$ cat config.mk
export PLATFORM = sky130hd
export DESIGN_NAME = ram_port_arbiter
export DESIGN_NICKNAME = d
export VERILOG_FILES = /design/src/rtl/ram_port_arbiter.sv
export SDC_FILE = /design/constraint.sdc
export NUM_CORES = 1
export LEC_CHECK = 0
export ABC_AREA = 1
export CAP_MARGIN = 10
export CORE_UTILIZATION = 27
export CTS_CLUSTER_SIZE = 8
export DETAILED_ROUTE_END_ITERATION = 10
export GPL_ROUTABILITY_DRIVEN = 0
export PLACE_DENSITY_LB_ADDON = 0.3
export SLEW_MARGIN = 15
export SYNTH_ARGS = -nofsm -noshare
export SYNTH_HDL_FRONTEND = slang
export SYNTH_SLANG_ARGS = --single-unit
$ cat constraint.sdc
create_clock -name i_clk -period 1.63 [get_ports i_clk]
set_input_delay 0.163 -clock i_clk [delete_from_list [all_inputs] [get_ports i_clk]]
set_output_delay 0.163 -clock i_clk [all_outputs]
set_load 0.01 [all_outputs]
$ cat src/rtl/ram_port_arbiter.sv
// Arbitrates two requesters onto a simple dual-port RAM (write port A, read port B) and
// routes read data back to its issuer. Define RAM_ARB_FIXED_PRIO_EN for fixed priority (req 0 wins).
module ram_port_arbiter #(
    parameter int ADDR_W     = 10,
    parameter int DATA_W     = 32,
    parameter int RD_LATENCY = 1
) (
    input  logic                  i_clk,
    input  logic                  i_rst,
    input  logic [1:0]            i_req_valid,
    input  logic [1:0]            i_req_we,
    input  logic [2*ADDR_W-1:0]   i_req_addr,
    input  logic [2*DATA_W-1:0]   i_req_wdata,
    output logic [1:0]            o_req_ready,
    output logic [1:0]            o_rsp_valid,
    output logic [DATA_W-1:0]     o_rsp_rdata,
    output logic                  o_ram_wen,
    output logic [ADDR_W-1:0]     o_ram_waddr,
    output logic [DATA_W-1:0]     o_ram_wdata,
    output logic [ADDR_W-1:0]     o_ram_raddr,
    input  logic [DATA_W-1:0]     i_ram_rdata
);

    logic [1:0]        w_wr_cand;
    logic [1:0]        w_rd_cand;
    logic              w_wr_win;
    logic              w_rd_win;
    logic              w_wr_gnt;
    logic              w_rd_gnt;
    logic              w_hazard;
    logic [ADDR_W-1:0] w_wr_addr;
    logic [ADDR_W-1:0] w_rd_addr;
    logic [DATA_W-1:0] w_wr_data;

    logic [ADDR_W-1:0] r_raddr;
    logic              r_tag_v  [RD_LATENCY];
    logic              r_tag_id [RD_LATENCY];

    assign w_wr_cand = i_req_valid & i_req_we;
    assign w_rd_cand = i_req_valid & ~i_req_we;

`ifdef RAM_ARB_FIXED_PRIO_EN
    assign w_wr_win = ~w_wr_cand[0];
    assign w_rd_win = ~w_rd_cand[0];
`else
    logic r_last_w;
    logic r_last_r;

    // On a conflict the requester that did not win last time gets the port.
    assign w_wr_win = (&w_wr_cand) ? ~r_last_w : w_wr_cand[1];
    assign w_rd_win = (&w_rd_cand) ? ~r_last_r : w_rd_cand[1];

    always_ff @(posedge i_clk) begin
        if (i_rst) begin
            r_last_w <= 1'b1;
            r_last_r <= 1'b1;
        end else begin
            if (w_wr_gnt) r_last_w <= w_wr_win;
            if (w_rd_gnt) r_last_r <= w_rd_win;
        end
    end
`endif

    assign w_wr_addr = w_wr_win ? i_req_addr[2*ADDR_W-1:ADDR_W] : i_req_addr[ADDR_W-1:0];
    assign w_wr_data = w_wr_win ? i_req_wdata[2*DATA_W-1:DATA_W] : i_req_wdata[DATA_W-1:0];
    assign w_rd_addr = w_rd_win ? i_req_addr[2*ADDR_W-1:ADDR_W] : i_req_addr[ADDR_W-1:0];

    // A read colliding with this cycle's write waits one cycle so the RAM returns the new data.
    assign w_wr_gnt = (|w_wr_cand) && !i_rst;
    assign w_hazard = w_wr_gnt && (|w_rd_cand) && (w_rd_addr == w_wr_addr);
    assign w_rd_gnt = (|w_rd_cand) && !i_rst && !w_hazard;

    // NOTE: every always_comb output gets a default first so no latch is inferred.
    always_comb begin
        o_req_ready = 2'b00;
        if (w_wr_gnt) o_req_ready[w_wr_win] = 1'b1;
        if (w_rd_gnt) o_req_ready[w_rd_win] = 1'b1;
    end

    assign o_ram_wen   = w_wr_gnt;
    assign o_ram_waddr = w_wr_addr;
    assign o_ram_wdata = w_wr_data;
    assign o_ram_raddr = w_rd_gnt ? w_rd_addr : r_raddr;

    // NOTE: sequential state uses non-blocking assignments so all flops update together.
    always_ff @(posedge i_clk) begin
        if (i_rst) begin
            r_raddr <= '0;
            for (int k = 0; k < RD_LATENCY; k++) begin
                r_tag_v[k]  <= 1'b0;
                r_tag_id[k] <= 1'b0;
            end
        end else begin
            if (w_rd_gnt) r_raddr <= w_rd_addr;
            r_tag_v[0]  <= w_rd_gnt;
            r_tag_id[0] <= w_rd_win;
            for (int k = 1; k < RD_LATENCY; k++) begin
                r_tag_v[k]  <= r_tag_v[k-1];
                r_tag_id[k] <= r_tag_id[k-1];
            end
        end
    end

    always_comb begin
        o_rsp_valid = 2'b00;
        if (!i_rst && r_tag_v[RD_LATENCY-1]) o_rsp_valid[r_tag_id[RD_LATENCY-1]] = 1'b1;
    end

    assign o_rsp_rdata = i_ram_rdata;

endmodule

==> reports/summary.txt, run 1 <==
Status: complete, but fails checks
Violated checks: negative setup slack
Syn nets: 522
Levels on crit path: 16
Via count: 2995
Synth Area in Adders: 0%
Seq cells post-synth: 14
CP max stage delay: 330 ps
Fmax: 0.430 GHz
Multiplexer share of the synthesized area: 0%
Antenna violations before repair: 0
Ys Warns: 0
Xor and xnor area share after synthesis: 0%
Post-Synth Simple-Gate Area: 54.5%
Mapped cell area: 0.00207 mm2
Cell Rows: 31
Diodes inserted: 0
Antenna viol nets, final: 0
Total congestion overflow: 0
Seq/Total Area, Yosys: 13.6%
Hold Crit Depth: 0
Post-synthesis compound-gate area fraction: 3.09%
Mapped Avg Cell Area: 5.17 um2
Core area: 0.00733 mm2
Critical R2R Capture: r_raddr[7]$_SDFF_PP0_
Startpoint Class: register
Vias per inst: 4.44
Largest net degree at the start of global routing: 30
Tmin final: 2320 ps
Cells after Synth: 400
Reg2reg path depth: 17
Switching power total: 0.000723 W
Ys async rst share: 0%
GRT Util Overall: 21.0%
Top_reg_cell synth: dfxtp_1
Final period util: 143%
CP cell instances: nand3_4, buf_6, nand3_1, nand2_1, inv_1, nand2_1, nand2_1, inv_1, nand2_1, nor2_2, nand3_4, buf_8, nand3_4, nand2_4, inv_2, buf_6
Register area: 283 um2
Vias in the first global route: 2893
Clock share of power: 14.0%
Clock sinks: 14
DRC Markers: 0
Max-cap violation count: 0
GRT met1 Usage: 20.3%
Die area: 0.00801 mm2
Worst VDD drop: 0.000265 V
Most Crowded Layer GR: met2
EDFF count, synth: 0
CP Launch Point: r_last_w$_SDFFE_PP1P_
Hold buffers post-CTS: 0
Main combinational cell family by area after synthesis: simple AND/OR/NAND/NOR gates
Fin. max-slew vios: 0
Clock latency on the worst-skew pair: 240 ps
Die width: 89.5 um
# setup viols final: 57
Placed Area: 0.00373 mm2
Clock transition at the registers of the reported paths: 50 ps
Initial Utilization: 28.2%
Layout cells sized above 1: 42.0%
Input/output buffers: 146
Global-route wire length before repair: 13000 um
Fillers: 646
CP arrival: 2160 ps
Depth of the CTS H-tree: 1
Min-Delay Path Class: in2out
1st-iter DRT viols: 76
RSZ-0062 raised after global routing: yes
Design area: 0.00437 mm2
Worst-path fanout max: 10
Pre-CTS setup slack: -1230 ps
Final worst slack: -695 ps
Total CTS buffers: 3
Hpwl dp: 6330 um
Met3 Usage GRT: 6.37%
Cell internal pwr: 0.00124 W
Clock Skew: 3.98 ps
Slowest stage cell, crit path: dfxtp_2
Drt pass-1 iters: 4
Layout net count: 700
R2r startpoint: r_last_w$_SDFFE_PP1P_
Critical path buffers and inverters: 6
Area of the multi-input gates: 0.00157 mm2
Crit Path Category: reg2out
Final hold vios: 0
Slew of the pin with the lowest slew margin: 441 ps
Clock Tree Root: clkbuf_8
Sw Share: 36.8%
Die height: 89.5 um
CP Capture Point: o_ram_raddr[9]
Logic pwr share: 66.8%
Sequential share of power: 19.3%
Delay-heaviest family, CP: simple AND/OR/NAND/NOR gates
Crit-path most repeated cell: nand2_1
Maximum root-to-sink buffer count: 2
Synth unique cells: 23
Max-slew headroom: 70.6%
Synth-to-layout area growth: 112%
Commonest non-fill, non-tap cell in the layout: nand2_1
CTS tree: built
WL final: 8970 um
DR WL/cell: 13.3 um
Worst EP required: 1470 ps
Pwr per Cell Area: 449 mW/mm2
GR met2 Demand/Resource: 41.4%
Flop2flop setup slack: -460 ps
Io pins: 211
Leakage: 2.30 nW
CP Capture Type: output pin
Most frequent cells in the layout: 160 x nand2_1, 86 x clkdlybuf4s50_1, 47 x buf_4, 40 x inv_1, 38 x buf_6
## layer usage
metal,share of wire (%),vias up,wire (um)
met5,0,-,0
met4,2.8,0,247
met3,7.8,23,699
met2,57,142,5100
met1,33,1328,2930
li1,-,1502,-
## power by group through the flow
stage          logic, W  clock network (W)  registers, W
2_1_floorplan  0.000539                  0      0.000382
3_3_place_gp    0.00110                  0      0.000383
3_5_place_dp    0.00111                  0      0.000384
4_1_cts         0.00127           0.000281      0.000378
5_1_grt         0.00142           0.000295      0.000379
6_report        0.00131           0.000274      0.000378
## flip-flops by register name (all words and copies together) (netlist names)
signal / count
r_last_r: 1
r_raddr: 10
r_last_w: 1
r_tag_id: 1
r_tag_v: 1
## area by class of cell
class                      instances  share of cell area, %
multi-input combinational        276                   35.9
timing repair buffer             220                   48.2
inverter                          63                   5.58
tap                               99                   2.83
sequential                        14                   6.47
clock buffer                       3                  0.944
## worst register-to-register path: stages (launching register included)
cell and delay (ps):
dfxtp_2 330, nand3_4 80, buf_6 160, nand3_1 80, nand2_1 130, inv_1 80
nand2_1 70, nand2_1 50, inv_1 60, nand2_1 70, nor2_2 150, nand3_4 170
buf_6 190, nand3_2 60, nand2_2 60, buf_6 110, buf_6 100, nor2_2 60
## Yosys cell counts (2+ instances only)
| library cell | number | area share, % |
|---|---|---|
| o21ai_1 | 2 | 0.48 |
| nand3_1 | 36 | 8.7 |
| buf_4 | 35 | 13 |
| a21oi_1 | 3 | 0.73 |
| clkbuf_1 | 8 | 1.5 |
| nor2_2 | 2 | 0.61 |
| nand2_1 | 186 | 34 |
| dfxtp_1 | 14 | 14 |
| nor2_1 | 14 | 2.5 |
| nand3_2 | 3 | 1.5 |
| o21ai_0 | 3 | 0.73 |
| nand2_2 | 18 | 5.4 |
| buf_6 | 4 | 2.2 |
| inv_1 | 55 | 10 |
| nand2_4 | 2 | 1.1 |
| o21ai_2 | 2 | 0.85 |
| inv_2 | 7 | 1.3 |
## worst min-delay path by stage
| stage | slack [ps] | end | start |
|---|---|---|---|
| finish | 330 | o_rsp_rdata[16] | i_ram_rdata[16] |
| global route | 330 | o_rsp_rdata[27] | i_ram_rdata[27] |
| CTS | 330 | o_rsp_rdata[0] | i_ram_rdata[0] |
| detailed placement | 330 | o_rsp_rdata[0] | i_ram_rdata[0] |
| global placement | 330 | o_rsp_rdata[0] | i_ram_rdata[0] |
| floorplan | 240 | r_raddr[9]$_SDFF_PP0_ | i_rst |
## cells by family (layout without fill, tap and decap cells)
family	after synthesis	count (layout)
simple gates	263	265
compound gates	11	11
buf+inv	112	286
flops	14	14
## stage by stage
step / hold WS, ps / setup TNS, ps / total power (W) / utilization [%] / cells
6_report: 326 / -14860 / 0.00196 / 59.6 / 675
5_1_grt: 326 / -19950 / 0.00209 / 59.6 / 675
4_1_cts: 326 / -24590 / 0.00193 / 58.2 / 673
3_5_place_dp: 326 / -47860 / 0.00150 / 50.9 / 644
3_3_place_gp: 326 / -45930 / 0.00149 / 50.9 / 644
2_1_floorplan: 235 / -773 / 0.000920 / - / 400
## timing repair
item / 4_1_cts / 5_1_grt
pin swaps: 31 / 29
cloned: 4 / 1
setup endpoints to repair: 69 / 66
setup buffers: 29 / 6
gates resized for setup: 194 / 124
(Power assumes the default switching activity.)
==> run 2: changes to the inputs <==
- CORE_UTILIZATION: 27 -> 30
- RECOVER_POWER: unset -> 50
- clock period: 1.63 -> 2.2 ns (I/O delays scaled with it)
==> run 2 against run 1 <==
The run still ends with negative setup slack left. Non-clock buffer count decreased by 1. Core utilization rose by 4.2 points. Wire length shrank 6.3%. Cell count is 3.3% lower. Critical endpoint is now o_ram_raddr[3]. Sequential power decreased by 26%. Clock power is 24% lower. Power shrank 28%. First-iteration DRC count grew 67%. Setup slack better by 550 ps. Combinational power down 29%. Sequential share of layout area up 0.35 points.
==> reports/summary.txt, run 2 (synthesis gave the netlist of run 1 again) <==
Max-cap violation count: 0 (unchanged)
Final worst slack: -148 ps (+546 ps)
Worst-path fanout max: 5 (-5)
CP arrival: 2130 ps (-30 ps)
GRT Util Overall: 23.3% (+2.2 points)
Core area: 0.00649 mm2 (-11%)
Max reg flops: 10 (unchanged)
Synth-to-layout area growth: 101%
Final hold vios: 0 (unchanged)
Clock Tree Root: clkbuf_8
Leakage: 2.21 nW (-4.1%)
Hold buffers post-CTS: 0 (unchanged)
Fillers: 578 (-11%)
Via count: 3021 (+0.87%)
Status: complete, but fails checks
Commonest non-fill, non-tap cell in the layout: nand2_1
Register area: 283 um2 (unchanged)
Cell Rows: 29 (-6.5%)
Clock sinks: 14 (unchanged)
Clock latency on the worst-skew pair: 240 ps (about the same)
Crit Path Category: reg2out
Initial Utilization: 31.8% (+3.6 points)
Violated checks: negative setup slack
Layout net count: 700 (unchanged)
1st-iter DRT viols: 127 (+67%)
Die area: 0.00723 mm2 (-9.8%)
Global-route wire length before repair: 13600 um (+4.7%)
Hpwl dp: 6090 um (-3.9%)
Startpoint Class: register
Maximum root-to-sink buffer count: 2 (unchanged)
Die height: 85.0 um (-5.0%)
WL final: 8410 um (-6.3%)
DRC Markers: 0 (unchanged)
Post-route insts no fill: 653 (-3.3%)
Depth of the CTS H-tree: 1 (unchanged)
Antenna viol nets, final: 0 (unchanged)
Drt pass-1 iters: 4 (unchanged)
Die width: 85.0 um (-5.0%)
Vias in the first global route: 3046 (+5.3%)
Antenna violations before repair: 0 (unchanged)
Max-slew headroom: 72.5% (+1.9 points)
Clock Skew: 0.706 ps (-3.27 ps)
Final period util: 107%
DR WL/cell: 12.9 um (-3.1%)
Biggest register: r_raddr
Layout cells sized above 1: 30.4% (-12 points)
Area of the multi-input gates: 0.00145 mm2 (-7.8%)
Fmax: 0.426 GHz
Diodes inserted: 0 (unchanged)
CTS tree: built
Placed cells: 618 (-4.0%)
Io pins: 211 (unchanged)
Input/output buffers: 146 (unchanged)
Worst VDD drop: 0.000179 V (-32%)
Total CTS buffers: 3 (unchanged)
Most frequent cells in the layout: 169 x nand2_1, 124 x clkdlybuf4s50_1, 63 x buf_4, 51 x inv_1, 32 x nand2_2
# setup viols final: 14 (-75%)
Clock transition at the registers of the reported paths: 50 ps (about the same)
Pwr per Cell Area: 342 mW/mm2 (-24%)
Slew of the pin with the lowest slew margin: 413 ps (-28.4 ps)
RSZ-0062 raised after global routing: yes
Total congestion overflow: 0 (unchanged)
Largest net degree at the start of global routing: 34 (+13%)
Tmin final: 2350 ps
CP Capture Type: output pin
Worst EP required: 1980 ps (+510 ps)
Vias per inst: 4.63 (+4.3%)
Fin. max-slew vios: 0 (unchanged)
Min-Delay Path Class: in2out
Setup TNS: -1500 ps (+13360 ps)
-- run 2: stage by stage --
step | power (W) | hold WS [ps] | utilization [%] | setup slack, ps | cell area, um2
finish | 0.00142 | 440 | 63.8 | -148 | 4150
global route | 0.00151 | 440 | 63.8 | -271 | 4150
CTS | 0.00138 | 440 | 62.4 | -109 | 4050
detailed placement | 0.00108 | 440 | 55.4 | -821 | 3600
global placement | 0.00107 | 440 | 55.4 | -731 | 3600
floorplan | 0.000663 | 292 | - | 408 | 2070
-- run 2: report_power, final --
group / leakage (nW) / total (W) / internal [W] / switching (W)
clock network: 0.0216 / 0.000209 / 0.000121 / 0.0000875
registers: 0.115 / 0.000280 / 0.000273 / 0.00000710
logic: 2.07 / 0.000929 / 0.000518 / 0.000411
total: 2.21 / 0.00142 / 0.000912 / 0.000505
-- run 2: cell type report --
| class | count | share of cell area (%) |
|---|---|---|
| flip-flops and latches | 14 | 6.82 |
| multi-input cells | 277 | 34.9 |
| inverters | 63 | 5.82 |
| repair buffers | 219 | 49.1 |
| clock buffers | 3 | 0.996 |
| well taps | 77 | 2.32 |
-- run 2: per-layer routing --
| layer | vias to the layer above | global-route usage (%) | part of all wire, % |
|---|---|---|---|
| li1 | 1505 | - | - |
| met1 | 1323 | 24.1 | 35 |
| met2 | 165 | 43.4 | 53 |
| met3 | 28 | 7.10 | 8.5 |
| met4 | 0 | 9.55 | 3.7 |
| met5 | - | 0 | 0 |
-- run 2: what timing repair did --
| item | 4_1_cts | 5_1_grt |
|---|---|---|
| endpoints found under the setup margin | 51 | 39 |
| cloned | 5 | 0 |
| endpoints found under the hold margin | 0 | 0 |
| pin swaps | 35 | 8 |
| setup buffers | 28 | 3 |
| gates resized for setup | 118 | 26 |
-- run 2: final timing paths --
path                              start               endpoint  slack [ps]  cells after the start
setup / recovery  r_last_w$_SDFFE_PP1P_         o_ram_raddr[3]        -150                     16
hold / removal           i_ram_rdata[0]         o_rsp_rdata[0]         440                      0
setup reg to reg  r_last_w$_SDFFE_PP1P_  r_raddr[3]$_SDFF_PP0_           0                     17
hold reg to reg   r_last_r$_SDFFE_PP1P_  r_last_r$_SDFFE_PP1P_         490                      2
-- run 2: critical path, cell delays in order (launching register included) --
cell and delay, ps:
dfxtp_2 350, nand3_4 170, buf_6 200, nand3b_1 100
nand2_2 80, nand2_2 60, nand2_1 40, inv_1 40
nand2_1 50, nor2_2 140, nand3_4 160, nand2_4 110
buf_12 110, nand2_2 40, nand2_2 60, inv_1 30
buf_2 120
==> run 3: changes to the inputs <==
- CTS_CLUSTER_SIZE: 8 -> unset
- PLACE_DENSITY_LB_ADDON: 0.3 -> 0.05
==> run 3 against run 2 <==
The flow still finishes with violations (negative setup slack). Worst hold slack worse by 37 ps. Sequential share of layout area about the same. Global-route usage down 3.0 points. Power up 1.8%. Combinational power down 2.6%. Clock-buffer cell count up 1. Wire length down 2.7%. Largest power group unchanged.
==> reports/summary.txt, run 3 (synthesis gave the netlist of run 1 again) <==
Status: complete, but fails checks
Violated checks: negative setup slack
Clock Tree Root: clkbuf_8
Final worst slack: -134 ps (+14.1 ps)
Final hold vios: 0 (unchanged)
Layout net count: 688 (-1.7%)
Diodes inserted: 0 (unchanged)
Max-cap violation count: 0 (unchanged)
Die height: 85.0 um (unchanged)
Initial Utilization: 31.8% (unchanged)
Die area: 0.00723 mm2 (unchanged)
Pwr per Cell Area: 350 mW/mm2 (+2.3%)
Total CTS buffers: 3 (unchanged)
Io pins: 211 (unchanged)
DR WL/cell: 12.7 um (-1.1%)
Global-route wire length before repair: 11900 um (-13%)
Fillers: 622 (+7.6%)
Depth of the CTS H-tree: 1 (unchanged)
Antenna viol nets, final: 0 (unchanged)
Leakage: 2.15 nW (-2.4%)
# setup viols final: 12 (-2)
Max reg flops: 10 (unchanged)
Vias in the first global route: 2666 (-12%)
Met3 Usage GRT: 5.74% (-1.4 points)
Fmax: 0.428 GHz (+0.60%)
Tmin final: 2330 ps (-14.1 ps)
Fin. max-slew vios: 0 (unchanged)
Vias per inst: 4.46 (-3.6%)
GRT met1 Usage: 22.3% (-1.8 points)
Final period util: 106% (-0.64 points)
Setup TNS: -1280 ps (+224 ps)
Most frequent cells in the layout: 161 x nand2_1, 130 x clkdlybuf4s50_1, 48 x inv_1, 47 x buf_4, 39 x nand2_2
Worst-path fanout max: 6 (+1)
Cell Rows: 29 (unchanged)
Core area: 0.00649 mm2 (unchanged)
CP Capture Type: output pin
Layout cells sized above 1: 31.9% (+1.5 points)
Post-route insts no fill: 642 (-1.7%)
Clock Skew: 2.04 ps (+1.34 ps)
Synth-to-layout area growth: 99.6%
Crit Path Category: reg2out
Total congestion overflow: 0 (unchanged)
Placed cells: 619 (+0.16%)
1st-iter DRT viols: 80 (-37%)
Startpoint Class: register
Min-Delay Path Class: in2reg
Hpwl dp: 5960 um (-2.0%)
Most Crowded Layer GR: met2
Maximum root-to-sink buffer count: 2 (unchanged)
Pwr Total: 0.00144 W (+1.8%)
Worst VDD drop: 0.000212 V (+18%)
Clock transition at the registers of the reported paths: 60 ps (about the same)
Worst EP required: 1980 ps (about the same)
Clock sinks: 14 (unchanged)
Clock latency on the worst-skew pair: 250 ps (about the same)
RSZ-0062 raised after global routing: yes
GRT Util Overall: 20.2% (-3.0 points)
CP arrival: 2110 ps (-20 ps)
Via count: 2863 (-5.2%)
Design area: 0.00413 mm2 (-0.51%)
CTS tree: built
Slew of the pin with the lowest slew margin: 493 ps (+79.7 ps)
Placed Area: 0.00360 mm2 (+0.21%)
Max-slew headroom: 67.2% (-5.3 points)
Hold buffers post-CTS: 0 (unchanged)
Input/output buffers: 146 (unchanged)
GR met2 Demand/Resource: 38.9% (-4.5 points)
Die width: 85.0 um (unchanged)
Flop2flop setup slack: 270 ps (+270 ps)
Biggest register: r_raddr
Antenna violations before repair: 0 (unchanged)
WHS: 403 ps (-36.9 ps)
Commonest non-fill, non-tap cell in the layout: nand2_1
WL final: 8180 um (-2.7%)
Drt pass-1 iters: 4 (unchanged)
Largest net degree at the start of global routing: 33 (-2.9%)
DRC Markers: 0 (unchanged)
[run 3: path summary, 6_finish.rpt]
check / start / endpoint / cells past startpoint
worst min register to register: r_last_w$_SDFFE_PP1P_ / r_last_w$_SDFFE_PP1P_ / 2
worst max-delay path: r_last_r$_SDFFE_PP1P_ / o_ram_raddr[6] / 15
worst min-delay path: i_req_we[0] / r_last_w$_SDFFE_PP1P_ / 5
worst max register to register: r_last_r$_SDFFE_PP1P_ / r_raddr[9]$_SDFF_PP0_ / 15
[run 3: report_power, final]
group | internal, W | total (W) | switching (W)
clock | 0.000159 | 0.000259 | 0.0000998
sequential | 0.000273 | 0.000279 | 0.00000676
combinational | 0.000498 | 0.000905 | 0.000408
[run 3: final cells by class]
cell class	count	area [um2]	area share [%]
Clock buffer	4	55.1	1.33
Sequential cell	14	283	6.85
Tap cell	77	96.3	2.34
Timing Repair Buffer	206	1930	46.9
Multi-Input combinational cell	278	1520	36.8
Inverter	63	241	5.85
[run 3: stage by stage]
step / util, % / worst slack (ps)
after floorplan: - / 408
after global placement: 55.5 / -703
after detailed placement: 55.5 / -743
after CTS: 58.2 / -172
after global routing: 63.5 / -253
final: 63.5 / -134
[run 3: critical path, cell delays in order (launching register included)]
cell and delay, ps:
dfxtp_2 350, nand3_4 150, buf_6 190, nand3_1 100
nand2_2 70, nand2_1 60, nand2_1 60, inv_2 50
nand2_2 80, nor2_4 130, nand3_4 140, buf_6 180
nand3_2 60, nand2_2 50, inv_1 50, buf_2 120
[run 3: routing by layer]
| layer | share of wire [%] | vias to the layer above | wire [um] |
|---|---|---|---|
| li1 | - | 1484 | - |
| met2 | 52 | 123 | 4240 |
| met4 | 2.0 | 0 | 163 |
| met5 | 0 | - | 0 |
| met3 | 8.0 | 13 | 652 |
| met1 | 38 | 1243 | 3130 |
[run 3: timing repair]
item,CTS,global route
buffers inserted,0,11
setup endpoints to repair,50,29
gates cloned,5,3
pin swaps,5,34
gates resized for setup,57,103
